## src/rtl/eva_axi_rd_arb_if.sv

```systemverilog
// AXI read channel bundle (AR + R) shared by the requester ports and the slave port.
// IdW is 3 on the requester side and 4 on the slave side (grant index prepended).
interface eva_axi_rd_arb_if #(
    parameter int unsigned IdW = 3
);
    logic           arvalid;
    logic           arready;
    logic [IdW-1:0] arid;
    logic [31:0]    araddr;
    logic [5:0]     arlen;
    logic           rvalid;
    logic           rready;
    logic [IdW-1:0] rid;
    logic [127:0]   rdata;
    logic           rlast;
    logic [1:0]     rresp;

    // Issues read bursts and consumes read data.
    modport master (
        output arvalid, arid, araddr, arlen, rready,
        input  arready, rvalid, rid, rdata, rlast, rresp
    );

    // Accepts read bursts and returns read data.
    modport slave (
        input  arvalid, arid, araddr, arlen, rready,
        output arready, rvalid, rid, rdata, rlast, rresp
    );
endinterface

```

## src/rtl/eva_axi_rd_arb.sv

```systemverilog
// Two-requester AXI read arbiter onto one slave port. Round-robin on AR with a
// per-requester cap on outstanding bursts; R beats are routed back on s_rid[3].
module eva_axi_rd_arb #(
    parameter int unsigned MAX_OUT = 4
) (
    input  logic             aclk,
    input  logic             arest_n,
    eva_axi_rd_arb_if.slave  m0,
    eva_axi_rd_arb_if.slave  m1,
    eva_axi_rd_arb_if.master s,
    output logic             err
);
    typedef enum logic [0:0] {StIdle, StIssue} state_e;

    localparam logic [3:0] CntMax = 4'(MAX_OUT);

    state_e           r_state;
    state_e           w_state_nxt;
    logic [1:0][3:0]  r_cnt;
    logic [1:0][3:0]  w_cnt_nxt;
    logic             r_prio;      // requester favoured when both are eligible
    logic             r_gnt;       // requester owning the holding register
    logic [2:0]       r_id;
    logic [31:0]      r_addr;
    logic [5:0]       r_len;
    logic             r_err;

    logic             w_elig0;
    logic             w_elig1;
    logic             w_grant_vld;
    logic             w_grant_idx;
    logic             w_issue_done;
    logic [1:0]       w_inc;
    logic [1:0]       w_dec;
    logic             w_err_set;
    logic             w_s_rready;
    logic             w_rbeat_last;

    assign w_elig0 = m0.arvalid && (r_cnt[0] < CntMax);
    assign w_elig1 = m1.arvalid && (r_cnt[1] < CntMax);

    // Arbitration and next-state decode.
    always_comb begin
        w_state_nxt  = r_state;
        w_grant_vld  = 1'b0;
        w_grant_idx  = 1'b0;
        w_issue_done = 1'b0;
        unique case (r_state)
            StIdle: begin
                if (w_elig0 || w_elig1) begin
                    w_grant_vld = 1'b1;
                    w_grant_idx = (w_elig0 && w_elig1) ? r_prio : w_elig1;
                    w_state_nxt = StIssue;
                end
            end
            StIssue: begin
                if (s.arready) begin
                    w_issue_done = 1'b1;
                    w_state_nxt  = StIdle;
                end
            end
            default: w_state_nxt = StIdle;
        endcase
    end

    // Accept pulses depend only on state, counters and requester valids, never on
    // s_arready. Gated by reset so nothing is accepted on an edge that discards it.
    assign m0.arready = arest_n && w_grant_vld && !w_grant_idx;
    assign m1.arready = arest_n && w_grant_vld && w_grant_idx;

    assign s.arvalid = (r_state == StIssue);
    assign s.arid    = {r_gnt, r_id};
    assign s.araddr  = r_addr;
    assign s.arlen   = r_len;

    // R path is purely combinational, so it follows s_r* even while in reset.
    assign w_s_rready = s.rid[3] ? m1.rready : m0.rready;
    assign s.rready   = w_s_rready;
    assign m0.rvalid  = s.rvalid && !s.rid[3];
    assign m1.rvalid  = s.rvalid && s.rid[3];
    assign m0.rid     = s.rid[2:0];
    assign m1.rid     = s.rid[2:0];
    assign m0.rdata   = s.rdata;
    assign m1.rdata   = s.rdata;
    assign m0.rlast   = s.rlast;
    assign m1.rlast   = s.rlast;
    assign m0.rresp   = s.rresp;
    assign m1.rresp   = s.rresp;

    assign w_rbeat_last = s.rvalid && w_s_rready && s.rlast;
    assign w_inc = {w_issue_done && r_gnt, w_issue_done && !r_gnt};
    assign w_dec = {w_rbeat_last && s.rid[3], w_rbeat_last && !s.rid[3]};

    // Outstanding-burst counters: a simultaneous inc and dec cancel out.
    always_comb begin
        w_err_set = 1'b0;
        w_cnt_nxt = r_cnt;
        for (int k = 0; k < 2; k++) begin
            if (w_inc[k] && !w_dec[k]) begin
                if (r_cnt[k] < CntMax) begin
                    w_cnt_nxt[k] = r_cnt[k] + 4'd1;
                end
            end else if (w_dec[k] && !w_inc[k]) begin
                if (r_cnt[k] == 4'd0) begin
                    w_err_set = 1'b1;
                end else begin
                    w_cnt_nxt[k] = r_cnt[k] - 4'd1;
                end
            end
        end
    end

    // State, holding register, priority, counters and sticky error.
    always_ff @(posedge aclk) begin
        if (!arest_n) begin
            r_state <= StIdle;
            r_cnt   <= '0;
            r_prio  <= 1'b0;
            r_gnt   <= 1'b0;
            r_id    <= '0;
            r_addr  <= '0;
            r_len   <= '0;
            r_err   <= 1'b0;
        end else begin
            r_state <= w_state_nxt;
            r_cnt   <= w_cnt_nxt;
            if (w_grant_vld) begin
                r_gnt  <= w_grant_idx;
                r_id   <= w_grant_idx ? m1.arid   : m0.arid;
                r_addr <= w_grant_idx ? m1.araddr : m0.araddr;
                r_len  <= w_grant_idx ? m1.arlen  : m0.arlen;
            end
            if (w_issue_done) begin
                r_prio <= !r_gnt;
            end
            if (w_err_set) begin
                r_err <= 1'b1;
            end
        end
    end

    assign err = r_err;

endmodule

```

## src/flat_wrapper.sv

```systemverilog
// flat-port wrapper written by rule: the top's interface ports become plain ports
module eva_axi_rd_arb_flat 
#(
    parameter int unsigned MAX_OUT = 4
)
  (aclk, arest_n, err, m0_arvalid, m0_arid, m0_araddr, m0_arlen, m0_rready, m0_arready, m0_rvalid, m0_rid, m0_rdata, m0_rlast, m0_rresp, m1_arvalid, m1_arid, m1_araddr, m1_arlen, m1_rready, m1_arready, m1_rvalid, m1_rid, m1_rdata, m1_rlast, m1_rresp, s_arvalid, s_arid, s_araddr, s_arlen, s_rready, s_arready, s_rvalid, s_rid, s_rdata, s_rlast, s_rresp);
  eva_axi_rd_arb_if #(.IdW(3)) m0_i ();
  eva_axi_rd_arb_if #(.IdW(3)) m1_i ();
  eva_axi_rd_arb_if #(.IdW(4)) s_i ();
  input  logic aclk;
  input  logic arest_n;
  output logic err;
  input wire logic [$bits(m0_i.arvalid)-1:0] m0_arvalid;
  input wire logic [$bits(m0_i.arid)-1:0] m0_arid;
  input wire logic [$bits(m0_i.araddr)-1:0] m0_araddr;
  input wire logic [$bits(m0_i.arlen)-1:0] m0_arlen;
  input wire logic [$bits(m0_i.rready)-1:0] m0_rready;
  output wire logic [$bits(m0_i.arready)-1:0] m0_arready;
  output wire logic [$bits(m0_i.rvalid)-1:0] m0_rvalid;
  output wire logic [$bits(m0_i.rid)-1:0] m0_rid;
  output wire logic [$bits(m0_i.rdata)-1:0] m0_rdata;
  output wire logic [$bits(m0_i.rlast)-1:0] m0_rlast;
  output wire logic [$bits(m0_i.rresp)-1:0] m0_rresp;
  input wire logic [$bits(m1_i.arvalid)-1:0] m1_arvalid;
  input wire logic [$bits(m1_i.arid)-1:0] m1_arid;
  input wire logic [$bits(m1_i.araddr)-1:0] m1_araddr;
  input wire logic [$bits(m1_i.arlen)-1:0] m1_arlen;
  input wire logic [$bits(m1_i.rready)-1:0] m1_rready;
  output wire logic [$bits(m1_i.arready)-1:0] m1_arready;
  output wire logic [$bits(m1_i.rvalid)-1:0] m1_rvalid;
  output wire logic [$bits(m1_i.rid)-1:0] m1_rid;
  output wire logic [$bits(m1_i.rdata)-1:0] m1_rdata;
  output wire logic [$bits(m1_i.rlast)-1:0] m1_rlast;
  output wire logic [$bits(m1_i.rresp)-1:0] m1_rresp;
  output wire logic [$bits(s_i.arvalid)-1:0] s_arvalid;
  output wire logic [$bits(s_i.arid)-1:0] s_arid;
  output wire logic [$bits(s_i.araddr)-1:0] s_araddr;
  output wire logic [$bits(s_i.arlen)-1:0] s_arlen;
  output wire logic [$bits(s_i.rready)-1:0] s_rready;
  input wire logic [$bits(s_i.arready)-1:0] s_arready;
  input wire logic [$bits(s_i.rvalid)-1:0] s_rvalid;
  input wire logic [$bits(s_i.rid)-1:0] s_rid;
  input wire logic [$bits(s_i.rdata)-1:0] s_rdata;
  input wire logic [$bits(s_i.rlast)-1:0] s_rlast;
  input wire logic [$bits(s_i.rresp)-1:0] s_rresp;
  assign m0_i.arvalid = m0_arvalid;
  assign m0_i.arid = m0_arid;
  assign m0_i.araddr = m0_araddr;
  assign m0_i.arlen = m0_arlen;
  assign m0_i.rready = m0_rready;
  assign m0_arready = m0_i.arready;
  assign m0_rvalid = m0_i.rvalid;
  assign m0_rid = m0_i.rid;
  assign m0_rdata = m0_i.rdata;
  assign m0_rlast = m0_i.rlast;
  assign m0_rresp = m0_i.rresp;
  assign m1_i.arvalid = m1_arvalid;
  assign m1_i.arid = m1_arid;
  assign m1_i.araddr = m1_araddr;
  assign m1_i.arlen = m1_arlen;
  assign m1_i.rready = m1_rready;
  assign m1_arready = m1_i.arready;
  assign m1_rvalid = m1_i.rvalid;
  assign m1_rid = m1_i.rid;
  assign m1_rdata = m1_i.rdata;
  assign m1_rlast = m1_i.rlast;
  assign m1_rresp = m1_i.rresp;
  assign s_arvalid = s_i.arvalid;
  assign s_arid = s_i.arid;
  assign s_araddr = s_i.araddr;
  assign s_arlen = s_i.arlen;
  assign s_rready = s_i.rready;
  assign s_i.arready = s_arready;
  assign s_i.rvalid = s_rvalid;
  assign s_i.rid = s_rid;
  assign s_i.rdata = s_rdata;
  assign s_i.rlast = s_rlast;
  assign s_i.rresp = s_rresp;
  eva_axi_rd_arb #(.MAX_OUT(MAX_OUT)) u_core (.aclk(aclk), .arest_n(arest_n), .m0(m0_i), .m1(m1_i), .s(s_i), .err(err));
endmodule
```

## config.mk

```make
export PLATFORM = sky130hd
export DESIGN_NAME = eva_axi_rd_arb_flat
export DESIGN_NICKNAME = d
export VERILOG_FILES = /design/src/rtl/eva_axi_rd_arb_if.sv /design/src/rtl/eva_axi_rd_arb.sv /design/src/flat_wrapper.sv
export SDC_FILE = /design/constraint.sdc
export NUM_CORES = 1
export LEC_CHECK = 0
export BUFFER_PORTS_ARGS = -buffer_cell sky130_fd_sc_hd__clkbuf_2
export CAP_MARGIN = 5
export CORE_AREA = 2 2 211 213
export DETAILED_ROUTE_END_ITERATION = 12
export DIE_AREA = 0 0 213 215
export HOLD_SLACK_MARGIN = 0.15
export PLACE_DENSITY = 0.31
export SLEW_MARGIN = 20
export SYNTH_ARGS = -nofsm -noshare
export SYNTH_HDL_FRONTEND = slang
export SYNTH_SLANG_ARGS = --single-unit
```

## constraint.sdc

```tcl
create_clock -name aclk -period 2.4 [get_ports aclk]
set_clock_uncertainty 0.2 [all_clocks]
set_input_delay 0.48 -clock aclk [delete_from_list [all_inputs] [get_ports aclk]]
set_output_delay 0.48 -clock aclk [all_outputs]
set_load 0.03 [all_outputs]
```

==> results of run 1 <==
worst min-delay path, stage by stage:
cell and delay [ps]:
clkbuf_2 80, o22ai_1 50, o2bb2ai_1 120
final timing paths:
kind                                           to  cells after the start
setup / recovery                       m0_arready                      5
hold / removal    u_core.s.araddr[6]$_SDFFE_PN0N_                      3
setup reg to reg     u_core.r_cnt[7]$_SDFFE_PN0P_                      7
hold reg to reg    u_core.s.arlen[5]$_SDFFE_PN0N_                      1
cell type report:
type | count | area [µm²] | share of cell area, %
flip-flops and latches | 53 | 1062 | 25.71
repair buffers | 161 | 868.3 | 21.02
clock inverters | 3 | 28.78 | 0.6965
inverters | 2 | 7.507 | 0.1817
well taps | 592 | 740.7 | 17.93
multi-input cells | 169 | 1299 | 31.44
clock buffers | 5 | 125.1 | 3.028
cells by family (layout without fill, tap and decap cells):
family	count (synthesis)	count (layout)
buffers and inverters	292	171
AO/OA/AOI/OAI	109	109
flip-flops	53	53
AND/OR/NAND/NOR	49	49
adder cells (fa/ha/maj)	5	5
XOR/XNOR	3	3
multiplexers	3	3
where the power goes:
part / total, mW / switching [mW] / internal [mW]
combinational: 0.921 / 0.585 / 0.336
clock: 0.874 / 0.470 / 0.405
sequential: 1.07 / 0.0763 / 0.994
sequential cells by signal, summed over array words and instances, names as in the netlist:
name,cells
u_core.err,1
u_core.r_cnt,8
u_core.r_gnt,1
u_core.r_id,3
u_core.r_prio,1
u_core.s.araddr,32
u_core.s.arlen,6
u_core.s.arvalid,1
repair_timing:
item	4_1_cts	5_1_grt
endpoints found under the setup margin	1	1
pin swaps	1	1
buffers inserted	1	1
resized for setup	4	4
stage by stage:
stage / cells / cell area [µm²] / worst slack, ps / power, mW / util, %
6_report: 985 / 4131 / 127.2 / 2.866 / 9.466
5_1_grt: 985 / 4131 / 2.082 / 3.055 / 9.466
4_1_cts: 984 / 4108 / 1.324 / 2.949 / 9.412
3_5_place_dp: 975 / 3936 / 110.7 / 2.007 / 9.019
3_3_place_gp: 975 / 3936 / 126.6 / 2.018 / 9.019
2_1_floorplan: 514 / 4486 / 0.6734 / 2.489 / -
placed cells by master, fill, tap and decap left out, drive strengths merged, types with 2 or more instances in the layout:
master   netlist  routed
clkbuf         5     146
dfxtp         53      53
o22ai         43      43
o2bb2ai       40      40
buf          285      20
nor3           8       8
nand2          7       7
a21oi          7       7
nand3          6       6
o21ai          5       5
o21a           5       5
nor2           5       5
ha             4       4
and3           4       4
inv            2       4
nand3b         3       3
xor2           2       2
nand2b         2       2
mux2i          2       2
nor2b          2       2
per-layer routing:
| metal | vias up | GRT usage, % | part of all wire (%) |
|---|---|---|---|
| met2 | 344 | 13.28 | 47 |
| met1 | 1236 | 6.880 | 30 |
| met4 | 2 | 3.054 | 2.5 |
| met3 | 41 | 6.854 | 20 |
| li1 | 1270 | - | - |
| met5 | - | 0 | 0.069 |
==> reports/results.txt, run 1 <==
Antenna Violating Nets Remaining: 0
Worst-path clk slew: 100 ps
most numerous cell in the Yosys netlist: buf_4
Seq/Total Area, Yosys: 23.65%
max incr delay on CP: 370 ps
CTS Buf Count: 5
site row count: 77
DRC viols: 0
Slew Limit Fails: 0
layout cells sized above 1: 48.60%
Main synth FF type: dfxtp_1
wire per inst: 19.22 µm
CP Cell Sequence: nor2_4 -> a22oi_2 -> or3_4 -> nor2b_2 -> buf_4
routed vias/inst: 2.937
Synth Area in Adders: 1.562%
Worst Path Max Fanout: 4
Pleak: 1.579 nW
simple logic cell fraction of the synthesized area: 7.029%
Die X: 213 µm
antenna cell count: 0
combinational family with the most area after synthesis: buffers and inverters
Max Clk Rate: 440.0 MHz
Buffers & Inverters on Critical Path: 1
num ports: 542
clock root buffer: clkbuf_16
Synth Area in Compound Gates: 18.52%
hold_sp: m0_araddr[6]
largest buffer count on any clock path: 2
Post-Syn Nets: 744
PwrDens: 693.6 mW/mm²
r2r startpoint: u_core.r_gnt$_SDFFE_PN0N_
Slew @ Worst Pin: 405.7 ps
# fillers: 5112
Worst Setup End Kind: output pin
core area: 0.04364 mm²
DP HPWL: 15770 µm
PortBufs: 142
first-pass GRT wire length: 24820 µm
Die ar.: 0.04580 mm²
wirelength, routed: 18930 µm
CP Data Required Time: 1720 ps
1st-iter DRT viols: 95
die height: 215 µm
synth top area cells: buf_4 45%, dfxtp_1 24%, o2bb2ai_1 7.4%
crit path time final: 2273 ps
largest net degree at the start of global routing: 42
Worst-Skew Late Latency: 330 ps
list of most frequent post-synthesis cells: 269 x buf_4, 53 x dfxtp_1, 41 x o22ai_1, 38 x o2bb2ai_1, 12 x buf_2
CTS H-tree lvls: 2
Final Cycle Share: 94.70%
CP Class: register to output pin
Avg Inst Size Synth: 8.727 µm²
Hold Fails Final Rpt: 0
Yosys reg bits: 53
synthesized area: 0.004486 mm²
slew margin rel.: 72.80%
Starting Density: 10.28%
Area growth syn-to-layout: -7.894%
vias in the first global route: 3057
RSZ-0062 raised after global routing: false
Synth Area in XOR/XNOR: 0.5858%
Nets: 622
Pre-Repair DR Iteration Count: 6
synthesis warning total: 0
final hold slack: 219.0 ps
Tot GR Track Use: 7.985%
cell taking the most area after synthesis: buf_4
post-synth top area share: 45.02%
worst min path class: input port to register
number of flops mapped to enable cells by yosys: 0
grt ovf: 0
Largest delay share family, worst path: simple AND/OR/NAND/NOR gates
CTS Hold Buffers Added: 0
outcome: completed
Synth async-reset ratio: 0%
clock sinks: 53
Worst Setup SP: u_core.r_cnt[6]$_SDFFE_PN0P_
CP max stage cell: dfxtp_2
startpoint type of the worst setup path: register
slack of the worst reg-to-reg path: 310 ps
gpl congestion: 0.7114
Max rail drop VDD: 0.2953 mV
Vias: 2893
initial antenna violation count: 1
Worst EP arrival: 1590 ps
setup_tns: 0 ps
Max-Cap Viols: 0
number of setup violations in the final report: 0
post-synth cell types: 51
post-synthesis cell count: 514
mux share of post-synthesis cell area: 0.6974%
TritonCTS clock tree: done
Note: power is estimated with default switching activity, not from simulation.
==> run 2, diff against run 1 <==
Settings changed: CORE_AREA 2 2 211 213 to 2 2 212 214, DIE_AREA 0 0 213 215 to 0 0 214 216, PLACE_DENSITY 0.31 to 0.32.
Clock period 2.4 ns to 1.9 ns, I/O delays scaled along.
==> reports/results.txt, run 2 (synthesized netlist as in run 1, its figures left out) <==
gpl congestion: 0.7014 (-1.4%)
grt ovf: 0 (unchanged)
Die ar.: 0.04622 mm² (+0.94%)
outcome: finished, violations left
startpoint type of the worst setup path: register
1st-iter DRT viols: 121 (+27%)
Max-Cap Viols: 0 (unchanged)
most frequent cells in the layout: 140 x clkbuf_2, 65 x dlygate4sd3_1, 48 x dfxtp_1
initial antenna violation count: 0 (-1)
Final Non-Filler Cells: 1082 (+9.8%)
worst min path class: input port to register
Setup WS post-layout: -222.8 ps (-350.1 ps)
TritonCTS clock tree: done
CTS H-tree lvls: 2 (unchanged)
max FFs per register: 32 (unchanged)
Tot GR Track Use: 8.913% (+0.93 points)
Pleak: 2.166 nW (+37%)
DRC viols: 0 (unchanged)
Worst Path Max Fanout: 2 (-2)
vias in the first global route: 3579 (+17%)
Die X: 214 µm (+0.47%)
most common cell after layout, fill and taps aside: clkbuf_2
Finished Cell Area: 0.005525 mm² (+34%)
Area growth syn-to-layout: 23.18%
# fillers: 5023 (-1.7%)
placed cell count: 1000 (+2.6%)
Hold Fails Final Rpt: 0 (unchanged)
Vias: 3392 (+17%)
number of setup violations in the final report: 4 (+4)
failing checks: setup timing
PortBufs: 142 (unchanged)
post-layout util: 12.60% (+3.1 points)
Worst Setup End Kind: output pin
Worst EP arrival: 1540 ps (-50 ps)
routed vias/inst: 3.135 (+6.7%)
wirelength, routed: 22450 µm (+19%)
Starting Density: 10.23% (-0.045 points)
Placement Setup Slack: -172.7 ps (-283.3 ps)
site row count: 77 (unchanged)
clock root buffer: clkbuf_16
first-pass GRT wire length: 28570 µm (+15%)
Area after DPL: 0.004234 mm² (+7.6%)
DP HPWL: 17550 µm (+11%)
Slew Limit Fails: 0 (unchanged)
num ports: 542 (unchanged)
setup_tns: -442.6 ps (-442.6 ps)
crit path time final: 2123 ps
layout cells sized above 1: 55.51% (+6.9 points)
die height: 216 µm (+0.47%)
clock sinks: 53 (unchanged)
core area: 0.04384 mm² (+0.44%)
Antenna Violating Nets Remaining: 0 (unchanged)
Slew @ Worst Pin: 356.5 ps (-49.23 ps)
Worst-Skew Late Latency: 320 ps (about the same)
PwrDens: 737.4 mW/mm² (+6.3%)
Max Clk Rate: 471.1 MHz
largest net degree at the start of global routing: 22 (-48%)
antenna cell count: 0 (unchanged)
slew margin rel.: 76.23% (+3.4 points)
RSZ-0062 raised after global routing: true
Pre-Repair DR Iteration Count: 4 (-2)
CP Data Required Time: 1320 ps (-400 ps)
wire per inst: 20.75 µm (+8.0%)
Final Cycle Share: 111.7%
CTS Buf Count: 5 (unchanged)
Max rail drop VDD: 0.2893 mV (-2.0%)
CP Class: register to output pin
Worst-path clk slew: 100 ps (about the same)
largest buffer count on any clock path: 2 (unchanged)
Nets: 719 (+16%)
## run 2: cell types whose count changed in the layout (fill, tap and decap cells not counted), sizes merged
| cell | before | now |
|---|---|---|
| clkinv | 1 | 0 |
| inv | 4 | 3 |
| clkbuf | 146 | 150 |
| clkinvlp | 0 | 1 |
| dlygate4sd3 | 0 | 65 |
| buf | 20 | 49 |
## run 2: per-stage QoR
stage / hold WS (ps) / power [mW]
after floorplan: 269.2 / 3.161
after global placement: 244.1 / 2.687
after detailed placement: 245.3 / 2.670
after CTS: 151.7 / 3.940
after global routing: 158.9 / 4.323
final: 156.9 / 4.075
## run 2: path summary, 6_finish.rpt
| kind | startpoint | to | slack (ps) | depth (start not counted) |
|---|---|---|---|---|
| worst min-delay path | m1_araddr[4] | u_core.s.araddr[4]$_SDFFE_PN0N_ | 160 | 3 |
| worst min register to register | u_core.s.araddr[1]$_SDFFE_PN0N_ | u_core.s.araddr[1]$_SDFFE_PN0N_ | 270 | 1 |
| worst max register to register | u_core.r_cnt[2]$_SDFFE_PN0P_ | u_core.s.araddr[8]$_SDFFE_PN0N_ | -10 | 9 |
| worst max-delay path | u_core.r_cnt[7]$_SDFFE_PN0P_ | m0_arready | -220 | 5 |
## run 2: power breakdown
part	switching, mW	leakage (nW)	internal [mW]
logic	0.911	1.66	0.766
registers	0.0968	0.438	1.26
clock network	0.547	0.0674	0.495
total	1.55	2.17	2.52
## run 2: critical path: stages, from the launching register on
cell	delay, ps
dfxtp_2	340
nor2_4	120
a22oi_2	90
or3_4	390
nor2b_4	120
clkbuf_8	160
## run 2: area by class of cell
cell class	instances	area [µm²]	area share (%)
clock buffers	6	128.9	2.332
flip-flops and latches	53	1070	19.36
repair buffers	258	1917	34.69
well taps	592	740.7	13.41
inverters	2	7.507	0.1359
clock inverters	2	13.76	0.2491
multi-input cells	169	1648	29.82
## run 2: what timing repair did
| action | CTS | global route |
|---|---|---|
| setup buffers | 4 | 1 |
| cloned | 0 | 4 |
| endpoints found under the hold margin | 39 | 1 |
| hold buffers | 64 | 1 |
| setup endpoints to repair | 4 | 29 |
| gates resized for setup | 14 | 57 |
| pin swaps | 4 | 43 |
## run 2: metal layers
metal  track usage (%)  routed length, µm  up-vias  share of wire (%)
met4             3.427                727        2                3.2
met3             8.682               4419       41                 20
li1                  -                  -     1468                  -
met5            0.9375                 57        -               0.25
met2             15.18              10930      408                 49
met1             6.766               6317     1473                 28
